===== config.mk =====
export PLATFORM = sky130hd
export DESIGN_NAME = conv1d_layer_serializer_flat
export DESIGN_NICKNAME = d
export VERILOG_FILES = /design/src/rtl/cnn1d_pkg.sv /design/src/rtl/conv1d_layer_serializer_if.sv /design/src/rtl/conv1d_layer_serializer.sv /design/src/flat_wrapper.sv
export SDC_FILE = /design/constraint.sdc
export NUM_CORES = 1
export LEC_CHECK = 0
export BUFFER_PORTS_ARGS = -buffer_cell sky130_fd_sc_hd__buf_2
export CORE_AREA = 2 2 425 427
export DETAILED_ROUTE_END_ITERATION = 10
export DIE_AREA = 0 0 427 429
export GPL_TIMING_DRIVEN = 0
export PLACE_DENSITY = 0.45
export REMOVE_ABC_BUFFERS = 1
export SYNTH_ARGS = -nofsm -noshare
export SYNTH_HDL_FRONTEND = slang
export SYNTH_SLANG_ARGS = --single-unit

===== constraint.sdc =====
create_clock -name clk -period 33.5 [get_ports clk]
set_input_delay 6.7 -clock clk [delete_from_list [all_inputs] [get_ports clk]]
set_output_delay 6.7 -clock clk [all_outputs]
set_load 0.01 [all_outputs]

===== src/rtl/cnn1d_pkg.sv =====
// Shared CNN 1-D package: common types and helper functions for the conv
// pipeline blocks. Holds the two-state serializer FSM encoding.
package cnn1d_pkg;

  // Ceiling log2. Never returns less than 1, so every index signal has at
  // least one bit.
  function automatic int clog2(input int value);
    int result;
    int v;
    result = 0;
    v      = value - 1;
    while (v > 0) begin
      result++;
      v = v >> 1;
    end
    return (result < 1) ? 1 : result;
  endfunction

  // Serializer states. LOAD waits for a full channel vector. SHIFT emits the
  // captured vector one channel per beat.
  typedef enum logic {
    LOAD  = 1'b0,
    SHIFT = 1'b1
  } ser_state_t;

endpackage : cnn1d_pkg


===== src/rtl/conv1d_layer_serializer_if.sv =====
// Bus interface for conv1d_layer_serializer.
// Input side: the parallel conv layer output (per-channel valid, one word per
// channel, one shared ready).
// Output side: the serial word stream with channel index and last flag.
// The slave modport is the serializer's view. The master modport is the view
// of the environment that drives the conv side and sinks the stream.
interface conv1d_layer_serializer_if
  import cnn1d_pkg::*;
#(
  parameter int DATA_WIDTH   = 32,
  parameter int NUM_CHANNELS = 32
);
  localparam int COUNTER_WIDTH = clog2(NUM_CHANNELS);

  // Parallel side
  logic                     ser_ready_in;
  logic [NUM_CHANNELS-1:0]  ser_valid_in;
  logic [DATA_WIDTH-1:0]    ser_data_in [0:NUM_CHANNELS-1];

  // Serial side
  logic                     ser_ready_out;
  logic                     ser_valid_out;
  logic [DATA_WIDTH-1:0]    ser_data_out;
  logic [COUNTER_WIDTH-1:0] ser_channel_out;
  logic                     ser_last_out;

  // Status
  logic                     ser_error;

  modport slave (
    output ser_ready_in,
    input  ser_valid_in,
    input  ser_data_in,
    input  ser_ready_out,
    output ser_valid_out,
    output ser_data_out,
    output ser_channel_out,
    output ser_last_out,
    output ser_error
  );

  modport master (
    input  ser_ready_in,
    output ser_valid_in,
    output ser_data_in,
    output ser_ready_out,
    input  ser_valid_out,
    input  ser_data_out,
    input  ser_channel_out,
    input  ser_last_out,
    input  ser_error
  );

endinterface : conv1d_layer_serializer_if


===== src/rtl/conv1d_layer_serializer.sv =====
// conv1d_layer_serializer: captures one full conv channel vector per
// handshake and replays it one channel per beat, channel 0 first.
// Optional macro CONV1D_SER_VALID_CHECK_EN adds a sticky flag, ser_error. The
// flag sets in any cycle where the per-channel valid vector is neither all-zeros
// nor all-ones. Without the macro, ser_error is constant 0.
module conv1d_layer_serializer
  import cnn1d_pkg::*;
#(
  parameter int DATA_WIDTH   = 32,
  parameter int NUM_CHANNELS = 32
) (
  input  logic clk,
  input  logic rst,
  conv1d_layer_serializer_if.slave bus
);

  localparam int COUNTER_WIDTH = clog2(NUM_CHANNELS);
  localparam logic [COUNTER_WIDTH-1:0] LAST_IDX = COUNTER_WIDTH'(NUM_CHANNELS - 1);

  ser_state_t               state_q, state_d;
  logic [COUNTER_WIDTH-1:0] idx_q, idx_d;
  logic [DATA_WIDTH-1:0]    buf_q [0:NUM_CHANNELS-1];
  logic [DATA_WIDTH-1:0]    buf_d [0:NUM_CHANNELS-1];

  logic valid_out;
  logic last_out;
  logic ready_in;
  logic accept;

  // Next-state, capture and output logic. A vector can be accepted on the final
  // beat of the previous one, so there is no bubble between vectors.
  always_comb begin
    // NOTE: every signal gets a default before any branch. An incomplete
    // assignment path in always_comb would infer a latch.
    state_d   = state_q;
    idx_d     = idx_q;
    buf_d     = buf_q;

    valid_out = !rst && (state_q == SHIFT);
    last_out  = valid_out && (idx_q == LAST_IDX);
    ready_in  = !rst && ((state_q == LOAD) || (last_out && bus.ser_ready_out));
    accept    = ready_in && (&bus.ser_valid_in);

    if (accept) begin
      buf_d = bus.ser_data_in;
    end

    unique case (state_q)
      LOAD: begin
        if (accept) begin
          idx_d   = '0;
          state_d = SHIFT;
        end
      end
      SHIFT: begin
        if (bus.ser_ready_out) begin
          if (idx_q == LAST_IDX) begin
            idx_d   = '0;
            state_d = accept ? SHIFT : LOAD;
          end else begin
            idx_d   = idx_q + COUNTER_WIDTH'(1);
          end
        end
      end
      default: state_d = LOAD;
    endcase

    bus.ser_ready_in    = ready_in;
    bus.ser_valid_out   = valid_out;
    bus.ser_last_out    = last_out;
    bus.ser_data_out    = valid_out ? buf_q[idx_q] : '0;
    bus.ser_channel_out = valid_out ? idx_q : '0;
  end

  // Control state register with synchronous reset.
  always_ff @(posedge clk) begin
    // NOTE: sequential state uses non-blocking assignments, so every flop samples
    // values from before the edge, whatever the order of the statements.
    if (rst) begin
      state_q <= LOAD;
      idx_q   <= '0;
    end else begin
      state_q <= state_d;
      idx_q   <= idx_d;
    end
  end

  // Capture buffer. It is only read while SHIFT holds a freshly loaded vector.
  always_ff @(posedge clk) begin
    // NOTE: the data buffer is deliberately not reset. Its contents are never
    // observed before a load overwrites them, and a reset would cost a mux on
    // every bit.
    buf_q <= buf_d;
  end

`ifdef CONV1D_SER_VALID_CHECK_EN
  logic error_q, error_d;

  // Sticky flag for a partially valid channel vector, checked in both states.
  always_comb begin
    error_d = error_q | ((|bus.ser_valid_in) & ~(&bus.ser_valid_in));
  end

  // Error flag register, cleared only by reset.
  always_ff @(posedge clk) begin
    if (rst) error_q <= 1'b0;
    else     error_q <= error_d;
  end

  assign bus.ser_error = error_q;
`else
  assign bus.ser_error = 1'b0;
`endif

endmodule : conv1d_layer_serializer


===== src/flat_wrapper.sv =====
// flat-port wrapper written by rule: the top's interface ports become plain ports
module conv1d_layer_serializer_flat import cnn1d_pkg::*;
#(
  parameter int DATA_WIDTH   = 32,
  parameter int NUM_CHANNELS = 32
)
  (clk, rst, bus_ser_ready_in, bus_ser_valid_in, bus_ser_data_in, bus_ser_ready_out, bus_ser_valid_out, bus_ser_data_out, bus_ser_channel_out, bus_ser_last_out, bus_ser_error);
  conv1d_layer_serializer_if #(.DATA_WIDTH(DATA_WIDTH), .NUM_CHANNELS(NUM_CHANNELS)) bus_i ();
  input  logic clk;
  input  logic rst;
  output wire logic [$bits(bus_i.ser_ready_in)-1:0] bus_ser_ready_in;
  input wire logic [$bits(bus_i.ser_valid_in)-1:0] bus_ser_valid_in;
  input wire logic [$bits(bus_i.ser_data_in)-1:0] bus_ser_data_in;
  input wire logic [$bits(bus_i.ser_ready_out)-1:0] bus_ser_ready_out;
  output wire logic [$bits(bus_i.ser_valid_out)-1:0] bus_ser_valid_out;
  output wire logic [$bits(bus_i.ser_data_out)-1:0] bus_ser_data_out;
  output wire logic [$bits(bus_i.ser_channel_out)-1:0] bus_ser_channel_out;
  output wire logic [$bits(bus_i.ser_last_out)-1:0] bus_ser_last_out;
  output wire logic [$bits(bus_i.ser_error)-1:0] bus_ser_error;
  assign bus_ser_ready_in = bus_i.ser_ready_in;
  assign bus_i.ser_valid_in = bus_ser_valid_in;
  assign bus_i.ser_data_in = {>>{bus_ser_data_in}};
  assign bus_i.ser_ready_out = bus_ser_ready_out;
  assign bus_ser_valid_out = bus_i.ser_valid_out;
  assign bus_ser_data_out = bus_i.ser_data_out;
  assign bus_ser_channel_out = bus_i.ser_channel_out;
  assign bus_ser_last_out = bus_i.ser_last_out;
  assign bus_ser_error = bus_i.ser_error;
  conv1d_layer_serializer #(.DATA_WIDTH(DATA_WIDTH), .NUM_CHANNELS(NUM_CHANNELS)) u_core (.clk(clk), .rst(rst), .bus(bus_i));
endmodule

==> run metrics, run 1 <==
final routed wire length divided by cell count 26.7 um; share of the cycle needed by the critical path after routing 48.3%; primary flip-flop cell chosen by synthesis mapping sky130_fd_sc_hd__edfxtp_1; CTS tree built; post-synth cell types 41; CP cell instances buf_2 -> nand2b_1 -> nor4b_4 -> buf_8 -> buf_6 -> buf_6 -> a22oi_1 -> nand4_1 -> buf_2; peak per-stage delay on the critical path 790 ps; Hold Vio Cnt, Final 0; Setup WS pre-CTS 17280 ps; RSZ-0062 raised after global routing false; clock-pin slew of the registers on the worst-case setup and hold paths 60 ps; first-pass iteration count of the detailed router 5; setup fix buffers added after clock tree synthesis 0; row cnt 155; die footprint 0.183 mm2; overall via count from detail_route 22394; max frequency 0.0618 GHz; number of pins with negative max-slew slack in the final report 0; cell leakage power 17.7 nW; cell with the largest stage delay on the worst path sky130_fd_sc_hd__nor4b_4; power density cells 52.9 mW/mm2; Worst Path Class, Setup input port to output port; GRT overflow 0; post-detailed-placement half-perimeter wirelength 109 mm; Setup violations, final 0; family with the most delay on the worst path simple AND/OR/NAND/NOR gates; Worst EP required 26800 ps; Post-CTS Resized 0; effective utilization at floorplan 21.8%; Post-synth EDFFs 1024; TritonCTS Buffers 115; Max FO, Critical Path 11; final worst slack 17330 ps; number of buffers and inverters on the critical path 5; final routed DRC violation total 0; status finished clean; pin slew with the least headroom to its limit 1050 ps; latest clock arrival within the worst-skew pair 720 ps; CP endpoint kind output port; average cell area after synthesis 24.1 um2; iteration-0 DRC count of the detailed router 1915; count of H-tree levels built during CTS 3; part of the Yosys area used for sequential elements 79.7%; async set or reset register ratio after synthesis 0%; Detail Route Antenna Nets 0; gr usage total 14.9%; relative area change from synthesis to final layout 33.9%; wire length of the first global-routing pass 188 mm; layout cells sized above 1 55.3%; Die X-Extent 427 um; max-slew headroom at the worst pin 29.5%; Clock Tree Buf Depth 3; clock sink count 1030; area of the mapped netlist 0.0387 mm2; maximum vdd ir drop 0.0358 mV; start point of the worst hold path u_core.state_q; Vias per Instance 4.23; number of global-route vias before repair 23508; startpoint type of the worst setup path input port; pin count of the biggest net entering global routing 72; count of warnings emitted by yosys 0; start of the worst register-to-register path u_core.idx_q[0]; number of maximum-capacitance constraint violations 0; routability congestion estimate 0.858; post-detailed-routing wire length 141 mm; Die Height 429 um; final hold slack 785 ps; total of fill cells in the finished design 17732; antenna violations before repair 103; Final #Nets 3861; arrival time reported for the critical path endpoint 9470 ps; worst hold path class flop to flop; worst setup skew after layout 23.5 ps; fin crit period 16170 ps; Gate Count Post-Synth 1606; Port-buffer cells 1098; number of top-level design ports 1100; Crit. Startpoint rst; register bit count reported by yosys 1030; number of buffers inserted for hold repair after clock tree synthesis 0; CORE AREA 0.178 mm2; Clock Tree Root sky130_fd_sc_hd__clkbuf_16; Fin Setup TNS 0 ps
registers in the layout, summed over array words and instances (netlist names):
| name | flops |
|---|---|
| u_core.idx_q | 5 |
| u_core.buf_q | 1024 |
| u_core.state_q | 1 |
cell usage in the layout (no fill, tap or decap), types with 2 or more instances in the layout:
cell type                    count
sky130_fd_sc_hd__mux4_2        255
sky130_fd_sc_hd__buf_8           5
sky130_fd_sc_hd__inv_1           5
sky130_fd_sc_hd__dfxtp_4         2
sky130_fd_sc_hd__buf_2        1098
sky130_fd_sc_hd__nor4b_4         2
sky130_fd_sc_hd__buf_16         30
sky130_fd_sc_hd__clkinv_8        3
sky130_fd_sc_hd__nor3b_2         2
sky130_fd_sc_hd__clkinv_2       22
sky130_fd_sc_hd__buf_6          30
sky130_fd_sc_hd__mux2i_1         3
sky130_fd_sc_hd__a22oi_1       125
sky130_fd_sc_hd__nor3b_1         2
sky130_fd_sc_hd__bufinv_16      11
sky130_fd_sc_hd__clkbuf_16     117
sky130_fd_sc_hd__clkinv_1       27
sky130_fd_sc_hd__a21oi_1         6
sky130_fd_sc_hd__nand2_1         4
sky130_fd_sc_hd__diode_2        41
sky130_fd_sc_hd__inv_6           2
sky130_fd_sc_hd__nor2_1          7
sky130_fd_sc_hd__a31o_2          2
sky130_fd_sc_hd__nand4_1        40
sky130_fd_sc_hd__edfxtp_1     1024
sky130_fd_sc_hd__clkinv_4        4
sky130_fd_sc_hd__ha_1            2
sky130_fd_sc_hd__buf_12          3
sky130_fd_sc_hd__dfxtp_1         4
sky130_fd_sc_hd__nor4_1          3
sky130_fd_sc_hd__clkbuf_1       20
sky130_fd_sc_hd__and2_1          4
sky130_fd_sc_hd__clkinvlp_4      7
sky130_fd_sc_hd__nand3_1         4
per-stage QoR:
step	power (mW)	area, um2	instances	utilization [%]
2_1_floorplan	1.44	38300	1517	-
5_1_grt	2.84	51900	5280	29.1
4_1_cts	2.79	51800	5253	29.1
3_3_place_gp	1.51	46700	4970	26.2
3_5_place_dp	1.51	48100	5038	27.0
6_report	2.74	51900	5294	29.1
per-layer routing:
metal  global-route usage, %  vias up  share of wire, %
met2                    26.1     1013                52
li1                        -     9509                 -
met5                       0        -              0.26
met1                    17.4    11514                37
met4                    4.54       58               2.7
met3                    4.32      300               7.8
area by class of cell:
cell class	count	area [um2]	share of cell area (%)
flip-flops and latches	1030	30900	59.5
multi-input cells	482	7430	14.3
repair buffers	1166	6790	13.1
clock buffers	137	3000	5.79
well taps	2355	2950	5.68
clock inverters	78	727	1.40
diodes	41	103	0.198
inverters	5	18.8	0.0362
path summary, 6_finish.rpt:
kind | to | cells after the start | slack [ps]
setup / recovery | bus_ser_data_out[29] | 9 | 17330
hold / removal | u_core.state_q | 3 | 780
setup reg to reg | u_core.buf_q[69] | 14 | 28150
hold reg to reg | u_core.state_q | 3 | 780
power by group:
| part | leakage, nW | internal (mW) | switching, mW |
|---|---|---|---|
| clock network | 1.81 | 0.724 | 0.538 |
| registers | 9.25 | 1.42 | 0.000000000174 |
| logic | 6.68 | 0.0428 | 0.0222 |
| total | 17.7 | 2.18 | 0.561 |
cell families after synthesis:
kind of cell	Yosys count	share of synthesized area (%)
flip-flops	1030	79.7
multiplexers	259	14.9
AO/OA/AOI/OAI	140	2.69
buffers and inverters	94	1.30
AND/OR/NAND/NOR	80	1.34
adder cells (fa/ha/maj)	2	0.0646
other	1	0.00968
worst reg2reg max path, cell delays in order, from the launching register on:
cell	delay, ps
sky130_fd_sc_hd__dfxtp_4	770
sky130_fd_sc_hd__buf_16	320
sky130_fd_sc_hd__ha_1	250
sky130_fd_sc_hd__and3_1	170
sky130_fd_sc_hd__ha_1	190
sky130_fd_sc_hd__a21boi_0	130
sky130_fd_sc_hd__nor2_1	140
sky130_fd_sc_hd__and3_4	580
sky130_fd_sc_hd__buf_12	320
sky130_fd_sc_hd__buf_16	310
sky130_fd_sc_hd__buf_16	410
sky130_fd_sc_hd__buf_16	330
sky130_fd_sc_hd__buf_16	330
sky130_fd_sc_hd__buf_16	290
sky130_fd_sc_hd__buf_16	350
cell usage after synthesis (2+ instances only):
cell | number | area (um2)
sky130_fd_sc_hd__nor3b_1 | 4 | 30.0
sky130_fd_sc_hd__and3_1 | 2 | 12.5
sky130_fd_sc_hd__buf_6 | 11 | 124
sky130_fd_sc_hd__inv_1 | 5 | 18.8
sky130_fd_sc_hd__buf_1 | 10 | 37.5
sky130_fd_sc_hd__nor2_1 | 8 | 30.0
sky130_fd_sc_hd__mux2i_1 | 3 | 30.0
sky130_fd_sc_hd__a31o_2 | 2 | 17.5
sky130_fd_sc_hd__nand3_1 | 4 | 20.0
sky130_fd_sc_hd__ha_1 | 2 | 25.0
sky130_fd_sc_hd__buf_2 | 26 | 130
sky130_fd_sc_hd__and2_1 | 4 | 25.0
sky130_fd_sc_hd__nor3_1 | 2 | 10.0
sky130_fd_sc_hd__buf_4 | 10 | 75.1
sky130_fd_sc_hd__a22oi_1 | 125 | 938
sky130_fd_sc_hd__dfxtp_1 | 6 | 120
sky130_fd_sc_hd__clkbuf_1 | 32 | 120
sky130_fd_sc_hd__a21oi_1 | 6 | 30.0
sky130_fd_sc_hd__nor4_1 | 3 | 18.8
sky130_fd_sc_hd__edfxtp_1 | 1024 | 30700
sky130_fd_sc_hd__nand2_1 | 4 | 15.0
sky130_fd_sc_hd__nand4_1 | 40 | 250
sky130_fd_sc_hd__mux4_2 | 255 | 5740
Power figures use the tool's default switching activity.
==> run 2, diff against run 1 <==
Settings changed: PLACE_DENSITY 0.45 to 0.44.
Clock period 33.5 ns to 15.4 ns, I/O delays scaled along.
==> run metrics, run 2 (synthesized netlist as in run 1, its figures left out) <==
Fin Setup TNS 0 ps; most common cell after layout, fill and taps aside sky130_fd_sc_hd__buf_2; crit path capture bus_ser_data_out[31]; peak per-stage delay on the critical path 930 ps; post-detailed-routing wire length 142 mm; final routed wire length divided by cell count 26.8 um; iteration-0 DRC count of the detailed router 1873; setup fix buffers added after clock tree synthesis 0; CORE AREA 0.178 mm2; power density cells 116 mW/mm2; switching share of total power 20.7%; RSZ-0062 raised after global routing false; r2r endpoint u_core.buf_q[989]; latest clock arrival within the worst-skew pair 750 ps; Post-Layout Inst Area 0.0520 mm2; largest register by flop count u_core.buf_q; relative area change from synthesis to final layout 34.3%; layout cells sized above 1 55.8%; Post-CTS Resized 0; post-detailed-placement half-perimeter wirelength 109 mm; number of pins with negative max-slew slack in the final report 0; number of cells on the worst reg-to-reg path 12; count of H-tree levels built during CTS 3; Worst EP required 12320 ps; number of maximum-capacitance constraint violations 0; cell internal power dissipation 4.79 mW; Clock Tree Root sky130_fd_sc_hd__clkbuf_16; clock-pin slew of the registers on the worst-case setup and hold paths 60 ps; status finished clean; die footprint 0.183 mm2; CP cell instances buf_2 -> nand2b_1 -> nor3_4 -> buf_16 -> buf_16 -> a22oi_1 -> nand4_1 -> buf_2; Max FO, Critical Path 11; number of buffers inserted for hold repair after clock tree synthesis 0; Worst Path Class, Setup input port to output port; Final #Nets 3865; Die Height 429 um; final routed DRC violation total 0; Hold Vio Cnt, Final 0; first-pass iteration count of the detailed router 6; Clock Tree Buf Depth 3; row cnt 155; clock share of power 46.7%; routability congestion estimate 0.822; final hold slack 737 ps; flop2flop setup slack 9920 ps; fin crit period 8740 ps; antenna violations before repair 99; cell area after placement 0.0481 mm2; overall via count from detail_route 22426; worst hold path class flop to flop; CP endpoint kind output port; commonest cells after routing, fill and taps aside sky130_fd_sc_hd__buf_2, sky130_fd_sc_hd__edfxtp_1, sky130_fd_sc_hd__mux4_2; start of the worst register-to-register path u_core.idx_q[2]; switching pwr 1.25 mW; total of fill cells in the finished design 17708; effective utilization at floorplan 21.8%; share of the cycle needed by the critical path after routing 56.8%; startpoint type of the worst setup path input port; cell with the largest stage delay on the worst path sky130_fd_sc_hd__nor3_4; Die X-Extent 427 um; pin slew with the least headroom to its limit 1040 ps; Crit. Startpoint rst; cell leakage power 17.8 nW; gr usage total 15.0%; worst setup skew after layout 15.6 ps; max frequency 0.114 GHz; pin count of the biggest net entering global routing 69; Crit path depth 8; number of buffers and inverters on the critical path 4; relative contribution of sequential cells to total power 51.0%; maximum vdd ir drop 0.0891 mV; family with the most delay on the worst path simple AND/OR/NAND/NOR gates; wire length of the first global-routing pass 190 mm; max-slew headroom at the worst pin 30.4%; GRT overflow 0; max reg flops 1024; Port-buffer cells 1098; CTS tree built; registers with the highest flip-flop counts u_core.buf_q (1024), u_core.idx_q (5), u_core.state_q (1); combinational share of power 2.4%; Setup violations, final 0; number of global-route vias before repair 23242; arrival time reported for the critical path endpoint 5660 ps; clock sink count 1030; Vias per Instance 4.24; number of top-level design ports 1100; Detail Route Antenna Nets 0; TritonCTS Buffers 117
## run 2: worst min-delay path, cell delays in order (launching register included)
cell	delay [ps]
sky130_fd_sc_hd__dfxtp_4	510
sky130_fd_sc_hd__nand2_1	110
sky130_fd_sc_hd__o22ai_1	70
## run 2: power by group through the flow
stage	Combinational, mW	Sequential [mW]	Clock, mW
2_1_floorplan	0.00134	3.14	0
3_3_place_gp	0.139	3.14	0
3_5_place_dp	0.143	3.14	0
4_1_cts	0.144	3.08	2.91
5_1_grt	0.158	3.08	3.02
6_report	0.143	3.08	2.82
## run 2: through the flow
stage	utilization [%]	power (mW)	worst slack, ps	std cells
after detailed placement	27.0	3.28	6570	5039
final	29.2	6.05	6660	5294
after floorplan	-	3.14	-21030	1517
after global placement	26.2	3.28	-38760	4970
after CTS	29.2	6.13	6570	5257
after global routing	29.2	6.25	6530	5272
## run 2: routing by layer
metal | routed length (um) | part of all wire [%] | vias to the layer above | global-route usage (%)
met5 | 219 | 0.15 | - | 0
met2 | 73200 | 52 | 1012 | 26.5
met3 | 10200 | 7.2 | 282 | 4.18
met4 | 3090 | 2.2 | 34 | 3.32
li1 | - | - | 9497 | -
met1 | 55400 | 39 | 11601 | 18.1
## run 2: final cells by class
cell class / instances / area, um2 / share of cell area [%]
antenna: 36 / 90.1 / 0.173
clock buffer: 128 / 2990 / 5.75
clock inverter: 90 / 862 / 1.66
inverter: 5 / 18.8 / 0.0361
multi-input combinational: 482 / 7430 / 14.3
sequential: 1030 / 30900 / 59.3
tap: 2355 / 2950 / 5.66
timing repair buffer: 1168 / 6840 / 13.1
## run 2: worst min path at each step
stage                          from              end  slack (ps)  cells after the start
floorplan           u_core.idx_q[4]  u_core.idx_q[4]         660                      1
global placement    u_core.idx_q[4]  u_core.idx_q[4]         730                      1
detailed placement  u_core.idx_q[0]  u_core.idx_q[0]         740                      2
CTS                 u_core.idx_q[0]  u_core.idx_q[0]         760                      2
global route        u_core.idx_q[0]  u_core.idx_q[0]         800                      2
finish              u_core.idx_q[0]  u_core.idx_q[0]         740                      2
